## src/rtl/instr_encoder.sv

```systemverilog
// instr_encoder: packs decoded instruction fields into one or two 16-bit words on a valid/ready stream
// ports: clock, reset (sync, active-high); in_valid/in_ready + opcode, rd, rs1, rs2, alu_op, mem_op,
//        b_type, offset, jump_type, imm; out_valid/out_ready, out_word, out_first, out_last, out_addr; err
package instr_encoder_pkg;
    typedef enum logic [2:0] {R_TYPE, I_TYPE, B_TYPE, J_TYPE, M_TYPE, SYS_END} opcode_t;
    localparam logic [3:0] LW = 4'h1;
endpackage

module instr_encoder
    import instr_encoder_pkg::*;
#(
    parameter logic [15:0] START_ADDR = 16'h0000
) (
    input  logic        clock,
    input  logic        reset,
    input  logic        in_valid,
    output logic        in_ready,
    input  logic [2:0]  opcode,
    input  logic [2:0]  rd,
    input  logic [2:0]  rs1,
    input  logic [2:0]  rs2,
    input  logic [3:0]  alu_op,
    input  logic [3:0]  mem_op,
    input  logic [2:0]  b_type,
    input  logic [8:0]  offset,
    input  logic        jump_type,
    input  logic [15:0] imm,
    output logic        out_valid,
    input  logic        out_ready,
    output logic [15:0] out_word,
    output logic        out_first,
    output logic        out_last,
    output logic [15:0] out_addr,
    output logic        err
);
    typedef enum logic [1:0] {EMPTY, WORD1, WORD2} state_t;
    state_t state;
    logic [15:0] enc, imm_q;
    logic legal, dbl, acc, out_hs;
    always_comb begin
        case (opcode)
            R_TYPE:  enc = {alu_op, rd, rs2, rs1, opcode};
            I_TYPE:  enc = {alu_op, rd, 3'd0, rs1, opcode};
            B_TYPE:  enc = {b_type, offset[3:0], rs2, rs1, opcode};
            J_TYPE:  enc = {offset[8:5], rd, offset[4:0], 1'b0, opcode};
            M_TYPE:  enc = {mem_op, rd, rs2, rs1, opcode};
            default: enc = {13'd0, opcode};
        endcase
    end
    // jump_type is not stored separately: it must agree with offset[2], which lands on bit 6
    assign legal = (opcode <= SYS_END) && !(opcode == B_TYPE && |offset[8:4])
                   && !(opcode == J_TYPE && jump_type != offset[2]);
    assign dbl = opcode == I_TYPE || opcode == M_TYPE;
    assign out_valid = state != EMPTY;
    assign in_ready = state == EMPTY || (out_last && out_ready);
    assign acc = in_valid && in_ready;
    assign out_hs = out_valid && out_ready;
    always_ff @(posedge clock) begin
        if (reset) begin
            state <= EMPTY;
            out_word <= '0;
            out_first <= 1'b0;
            out_last <= 1'b0;
            out_addr <= START_ADDR;
            imm_q <= '0;
            err <= 1'b0;
        end else begin
            err <= acc && !legal;
            if (out_hs) out_addr <= out_addr + 16'd1;
            if (acc && legal) begin
                state <= WORD1;
                out_word <= enc;
                out_first <= 1'b1;
                out_last <= !dbl;
                imm_q <= imm;
            end else if (out_hs) begin
                // a rejected accept during the last word also lands here and empties the stage
                state <= out_last ? EMPTY : WORD2;
                out_word <= out_last ? 16'd0 : imm_q;
                out_first <= 1'b0;
                out_last <= !out_last;
            end
        end
    end
endmodule

```

## config.mk

```make
export PLATFORM = sky130hd
export DESIGN_NAME = instr_encoder
export DESIGN_NICKNAME = d
export VERILOG_FILES = /design/src/rtl/instr_encoder.sv
export SDC_FILE = /design/constraint.sdc
export NUM_CORES = 1
export LEC_CHECK = 0
export CORE_UTILIZATION = 43
export CTS_BUF_LIST = sky130_fd_sc_hd__clkbuf_8
export CTS_CLUSTER_SIZE = 16
export DETAILED_ROUTE_END_ITERATION = 16
export PLACE_DENSITY = 0.78
export SETUP_SLACK_MARGIN = 0.4
export SKIP_CTS_REPAIR_TIMING = 1
export SYNTH_ARGS = -nofsm -noshare
export SYNTH_HDL_FRONTEND = slang
export SYNTH_SLANG_ARGS = --single-unit
```

## constraint.sdc

```tcl
create_clock -name clock -period 1.67 [get_ports clock]
set_input_delay 0.334 -clock clock [delete_from_list [all_inputs] [get_ports clock]]
set_output_delay 0.334 -clock clock [all_outputs]
set_load 0.01 [all_outputs]
```

# Word level (Yosys, flattened, before mapping)
# Index checks and enable logic that the tools add are counted.
# op_classes
addsub	1
magnitude_cmp	1
eq_ne	5
n_mux	11
n_reduce_logical	22
# ops
operator	count
16-bit one-hot mux with 5 select lines	1
16-bit two-way mux	3
16-bit by 1-bit adder with 16-bit output, second input constant	1
1-bit logical AND	9
3-bit by 2-bit == test with 1-bit output, second input constant	2
1-bit two-way mux	6
1-bit logical NOT	5
5-bit OR reduction	1
2-bit nonzero test	2
3-bit by 1-bit == test with 1-bit output, second input constant	1
3-bit == test, second input constant	1
3-bit <= comparator, second input constant	1
3-bit logical NOT	1
2-bit logical NOT	1
1-bit logical OR	2
2-bit two-way mux	1
2-bit OR reduction	1
1-bit != test	1
# totals
regBits	53
output_inout_bits	37
elab_cells	48

# Depth between registers and ports, before layout
# depth
depth_word	7
ltp_mapped	6
mapped_depth_nobuf	5

# Worst setup path before layout
# OpenSTA, ideal clock, no wires.
# synth_timing
path_kind	register -> register
start	reg, netlist name out_first
end	reg out_addr[15]
setup_ps	70
t_arrival_ps	1749
required_ps	1600
path_slack_ps	-149
stages_incl_launch_ff	5
path_buffers	0
synth_period_minus_slack_ps	1819
cell_sequence	dfxtp_1 > o211ai_2 > or4_4 > or4_1 > a21oi_1
# synth_lines
element	line	text
end signal, assigned	69	if (out_hs) out_addr <= out_addr + 16'd1;
end, declared	33	output logic [15:0] out_addr,

==> impl_metrics.json <==
{
  "outcome": "finished with violations",
  "violations": "negative setup slack",
  "postSynthCellCount": 345,
  "ys_seq_area_share_pct": 37.5,
  "combPwrFrac_pct": 33.4,
  "drtPass1Iterations": 5,
  "p_seq_share_pct": 40.1,
  "async_flop_share_pct": 0,
  "hold_ws_ns": 0.446,
  "clockBufferDepth": 2,
  "dr_total_vias": 3692,
  "core-area_um2": 6060,
  "switchingPower_mw": 1.07,
  "tightest_slew_ns": 0.466,
  "port_buffers": 89,
  "p_leak_nw": 2.44,
  "antenna_cells": 0,
  "end_kind": "flip-flop",
  "vias_per_cell": 6.45,
  "ys_top_cells_by_count": "dfxtp_1 (52), nor2_1 (34), a21oi_1 (31), nand3_1 (25), o21ai_0 (20)",
  "wire_per_inst_um": 22.6,
  "ys_ff_latch": 52,
  "yosys_warnings": 0,
  "cts_buffers": 5,
  "htree_levels": 2,
  "path_clk_slew_ns": 0.10,
  "synth_flop_cell": "dfxtp_1",
  "final_max_slew_viol_count": 0,
  "insertion_delay_ns": 0.31,
  "nFillCells": 268,
  "synth_edf_count": 0,
  "path_class": "flip-flop to flip-flop",
  "final_layout_size_suffix_gt1_share_pct": 42.5,
  "post-synth-top-count-cell": "dfxtp_1",
  "grt_start_max_net_pins": 34,
  "stdcell_count": 572,
  "final.setup.worst_slack_ns": -0.152,
  "cts_num_sinks": 52,
  "grt_pass1_vias": 2790,
  "hold_viol": 0,
  "vdd_drop_max_mv": 0.542,
  "placementRows": 28,
  "synthTopCellsByArea": "dfxtp_1 (37%), a21oi_1 (5.6%), nor2_1 (4.6%), nand3_1 (4.5%), a221oi_1 (4.1%)",
  "cts_tree": "built",
  "antenna_found_initial": 0,
  "cp-start-kind": "flip-flop",
  "dieArea_um2": 6780,
  "fp.dieH_um": 82.4,
  "drt-initial-drc-count": 341,
  "crit_fanout": 5,
  "synth_cell_type_count": 47,
  "fin_area_um2": 5280,
  "hpwlAfterDp_mm": 6.36,
  "nets": 550,
  "routabilityCongestion": 0.812,
  "period_share_pct": 109,
  "globalRouteOverflowTotal": 0,
  "initial_core_util_pct": 45.8,
  "synth_nets": 399,
  "ioPinCount": 90,
  "syn_area_um2": 2780,
  "ant_nets": 0,
  "p_int_mw": 2.34,
  "power.density_nw_per_um2": 647,
  "min_period_ns": 1.82,
  "grtUsageTotal_pct": 25.2,
  "dp.cells": 539,
  "hold_path_class": "input port to flip-flop",
  "cts_root_buf": "clkbuf_8",
  "drc_errors": 0,
  "cap_violations": 0,
  "clkPwrFrac_pct": 26.4,
  "place_ws_ns": -0.629,
  "fmax_mhz": 549,
  "synth_top_area_share_pct": 37.5,
  "skew_ns": 0.00556,
  "utilization_pct": 87.2,
  "required_ns": 1.89,
  "syn_area_per_cell_um2": 8.05,
  "finalSetupTns_ns": -0.440,
  "syn2layout_area_growth_pct": 90.3,
  "die_width_um": 82.4,
  "worst_slew_margin_rel_pct": 69.0,
  "synth_area_leader_cell": "dfxtp_1",
  "p_total_mw": 3.42,
  "power.share.switching_pct": 31.4,
  "finalWirelength_mm": 12.9,
  "rsz0062_at_grt": "true",
  "placed_area_um2": 4340,
  "grt_pass1_wl_mm": 13.0,
  "crit_arrival_ns": 2.05,
  "finalSetupViolations": 10
}
[worst max-delay path, cell delays in order (launching register included)]
cell and delay [ns]:
dfxtp_4 0.38, o2bb2ai_4 0.25, o2111a_2 0.36, buf_6 0.16
o211ai_1 0.21, a221oi_2 0.36
[path summary, 6_finish.rpt]
path	startpoint	endpoint	slack, ns	cells past startpoint
setup reg to reg	out_first	out_word[8]	-0.15	5
setup / recovery	out_first	out_word[8]	-0.15	5
hold / removal	reset	out_addr[7]	0.45	2
hold reg to reg	imm_q[11]	imm_q[11]	0.49	2
[cell usage in the layout (no fill, tap or decap), drive strengths merged, types with 4 or more instances in the layout]
cell type      netlist  final
buf                 11     90
dfxtp               52     52
clkdlybuf4s50        0     41
nor2                34     34
dlymetal6s2s         0     31
a21oi               31     31
nand3               25     25
o21ai               22     22
clkbuf              20     18
nor2b               17     17
nand2               15     15
o211ai              14     14
a221oi              13     13
o22ai               13     13
xnor2                8      8
nor3                 7      7
and3                 5      5
mux2                 5      5
inv                  3      5
a211oi               5      5
nand2b               4      4
mux2i                4      4
or3                  4      4
or4                  4      4
[layer usage]
metal	up-vias	GRT usage, %	part of all wire [%]
met5	-	0	0
met4	0	8.60	4.7
met3	63	3.74	8.2
met2	259	40.9	50
met1	1798	33.8	38
li1	1572	-	-
[registers in the layout, indices dropped and copies added, names as in the netlist]
| register | cells |
|---|---|
| imm_q | 16 |
| out_addr | 16 |
| out_word | 16 |
| err | 1 |
| out_first | 1 |
| out_last | 1 |
| state | 1 |
[power by group through the flow]
stage | Combinational, mW | Clock [mW] | Sequential, mW
final | 1.14 | 0.903 | 1.37
after global routing | 1.19 | 0.962 | 1.38
after CTS | 0.860 | 0.888 | 1.36
after detailed placement | 0.853 | 0 | 1.39
after global placement | 0.835 | 0 | 1.38
after floorplan | 0.405 | 0 | 1.40
[logic make-up (layout without fill, tap and decap cells)]
| kind of cell | after synthesis | count (layout) | synth area share [%] |
|---|---|---|---|
| and+or+nand+nor | 128 | 128 | 24.0 |
| AOI/OAI and AO/OA | 110 | 110 | 26.0 |
| adders and majority gates | 1 | 1 | 0.451 |
| xor gates and xnor gates | 11 | 11 | 3.47 |
| muxes | 9 | 9 | 3.47 |
| buffers and inverters | 34 | 186 | 5.05 |
| DFF | 52 | 52 | 37.5 |
[layout make-up]
type	instances	area [um2]	area share [%]
clock buffers	5	68.8	1.30
clock inverters	3	42.5	0.805
inverters	3	11.3	0.213
multi-input cells	259	2100	39.8
flip-flops and latches	52	1080	20.5
well taps	75	93.8	1.78
repair buffers	175	1880	35.6
No activity file was read; power rests on OpenSTA's default activity.
==> RTL edit: new RTL, same settings <==
Add an input register stage for `offset`, with the module's reset; this delays it by one clock. The other inputs are not delayed to match.
--- a/src/rtl/instr_encoder.sv
+++ b/src/rtl/instr_encoder.sv
@@ -34,6 +34,17 @@
     output logic        err
 );
     typedef enum logic [1:0] {EMPTY, WORD1, WORD2} state_t;
+
+    logic [8:0] offset_q;
+
+    always_ff @(posedge clock) begin
+        if (reset) begin
+            offset_q <= '0;
+        end else begin
+            offset_q <= offset;
+        end
+    end
+
     state_t state;
     logic [15:0] enc, imm_q;
     logic legal, dbl, acc, out_hs;
@@ -41,15 +52,15 @@
         case (opcode)
             R_TYPE:  enc = {alu_op, rd, rs2, rs1, opcode};
             I_TYPE:  enc = {alu_op, rd, 3'd0, rs1, opcode};
-            B_TYPE:  enc = {b_type, offset[3:0], rs2, rs1, opcode};
-            J_TYPE:  enc = {offset[8:5], rd, offset[4:0], 1'b0, opcode};
+            B_TYPE:  enc = {b_type, offset_q[3:0], rs2, rs1, opcode};
+            J_TYPE:  enc = {offset_q[8:5], rd, offset_q[4:0], 1'b0, opcode};
             M_TYPE:  enc = {mem_op, rd, rs2, rs1, opcode};
             default: enc = {13'd0, opcode};
         endcase
     end
     // jump_type is not stored separately: it must agree with offset[2], which lands on bit 6
-    assign legal = (opcode <= SYS_END) && !(opcode == B_TYPE && |offset[8:4])
-                   && !(opcode == J_TYPE && jump_type != offset[2]);
+    assign legal = (opcode <= SYS_END) && !(opcode == B_TYPE && |offset_q[8:4])
+                   && !(opcode == J_TYPE && jump_type != offset_q[2]);
     assign dbl = opcode == I_TYPE || opcode == M_TYPE;
     assign out_valid = state != EMPTY;
     assign in_ready = state == EMPTY || (out_last && out_ready);
Check against the original RTL: not equivalent (a bounded check fails within 4 cycles, from zero or initial values and one cycle with reset high).
==> RTL edit against the unedited design <==
The run still ends with negative setup slack left. Worst setup slack worse by 0.011 ns. Maximum frequency fell by 0.58%. Area after synthesis grew 10%. Critical path type unchanged. Total power rose by 7.7%. Clock skew rose by 0.0076 ns. Worst hold slack improved by 0.0062 ns. Count of clock-buffer cells in the layout up 6. Global-route usage rose by 0.63 points. Routed wire length is 18% lower. Combinational power shrank 18%. Largest power group unchanged. Final area decreased by 3.4%. Critical path depth is 1 higher. Sequential cell count increased by 9.
==> RTL edit: results <==
[yosys]
ys_seq_area_share_pct = 40.0
ys_top_cells_by_area = "dfxtp_1, a21oi_1, nor2b_1"
synth.avg_cell_area_sq_um = 8.39
synthTopCellsByCount = "dfxtp_1, nor2_1, a21oi_1"
synth_nets = 418
post_synth_num_cell_types = 46

[grt]
grt_pass1_wl_mm = 14.9
grt_max_degree = 62
grtUsageTotal_pct = 25.8
grt_pass1_vias = 3153

[timing]
tns_ns = -3.18
setup_viol_count_final = 34
slew_headroom_pct = 75.2
setup_ws_ns = -0.163

[placed_design]
place_congestion = 0.858
dpl.hpwl_mm = 6.82
dp.cells = 574
pre_cts_ws_ns = -0.506

[run_status]
violations = "negative setup slack"
outcome = "finished with violations"

[clocking]
numCtsBuffers = 9
htreeDepth = 3
clk_latency_ns = 0.34

[pwr]
pwr-share-clk_pct = 31.0
power_density_mw_per_mm2 = 720
leakage_nw = 2.43
vdd_drop_max_mv = 0.407
p_sw_w = 0.00105

[final_layout]
drive_above_1_share_pct = 32.0
final_nets = 553
post_layout_nonfiller_instances = 599

[setup_path]
r2r-end = "imm_q[15]"
critPathMaxFanout = 9
r2r_cells = 6

[route]
avgViaCountPerCell = 5.70
drt_first_iter_violations = 199
==> RTL edit: through the flow <==
step           util, %  instance area [sq um]
2_1_floorplan        -                   3180
3_3_place_gp      65.8                   4500
3_5_place_dp      65.8                   4500
4_1_cts           68.3                   4660
5_1_grt           74.7                   5110
6_report          74.7                   5110
==> RTL edit: kinds of logic after synthesis <==
kind of cell / Yosys count / share of synthesized area, %
AOI/OAI and AO/OA: 109 / 24.1
xor gates and xnor gates: 15 / 4.30
adders and majority gates: 1 / 0.410
buffers and inverters: 35 / 5.41
DFF: 61 / 40.0
muxes: 7 / 2.42
and+or+nand+nor: 136 / 23.4
==> RTL edit: worst min-delay path by stage <==
stage / startpoint / end / slack [ns] / cells after the start
after floorplan: imm_q[10] / imm_q[10] / 0.45 / 2
after global placement: imm_q[6] / imm_q[6] / 0.46 / 2
after detailed placement: imm_q[9] / imm_q[9] / 0.47 / 2
after CTS: reset / out_addr[4] / 0.44 / 3
after global routing: reset / out_addr[14] / 0.46 / 3
final: reset / out_addr[10] / 0.45 / 3
==> RTL edit: cell type report <==
| cell class | count | area [sq um] |
|---|---|---|
| inverter | 1 | 3.75 |
| multi-input combinational | 268 | 1940 |
| timing repair buffer | 158 | 1600 |
| fill | 462 | 1730 |
| clock inverter | 4 | 17.5 |
| tap | 96 | 120 |
| sequential | 61 | 1270 |
| clock buffer | 11 | 151 |
==> RTL edit: routing by layer <==
metal / vias up / track usage [%] / wire length (um)
li1: 1598 / - / -
met1: 1643 / 31.1 / 4120
met2: 142 / 45.5 / 5580
met3: 31 / 6.29 / 537
met4: 0 / 7.58 / 304
met5: - / 0 / 0
==> RTL edit: critical path: stages, from the launching register on <==
cell and delay (ns):
dfxtp_2 0.32, or4_4 0.57, o21a_4 0.26, buf_12 0.14, buf_4 0.16, o21ai_1 0.16, a21oi_1 0.10
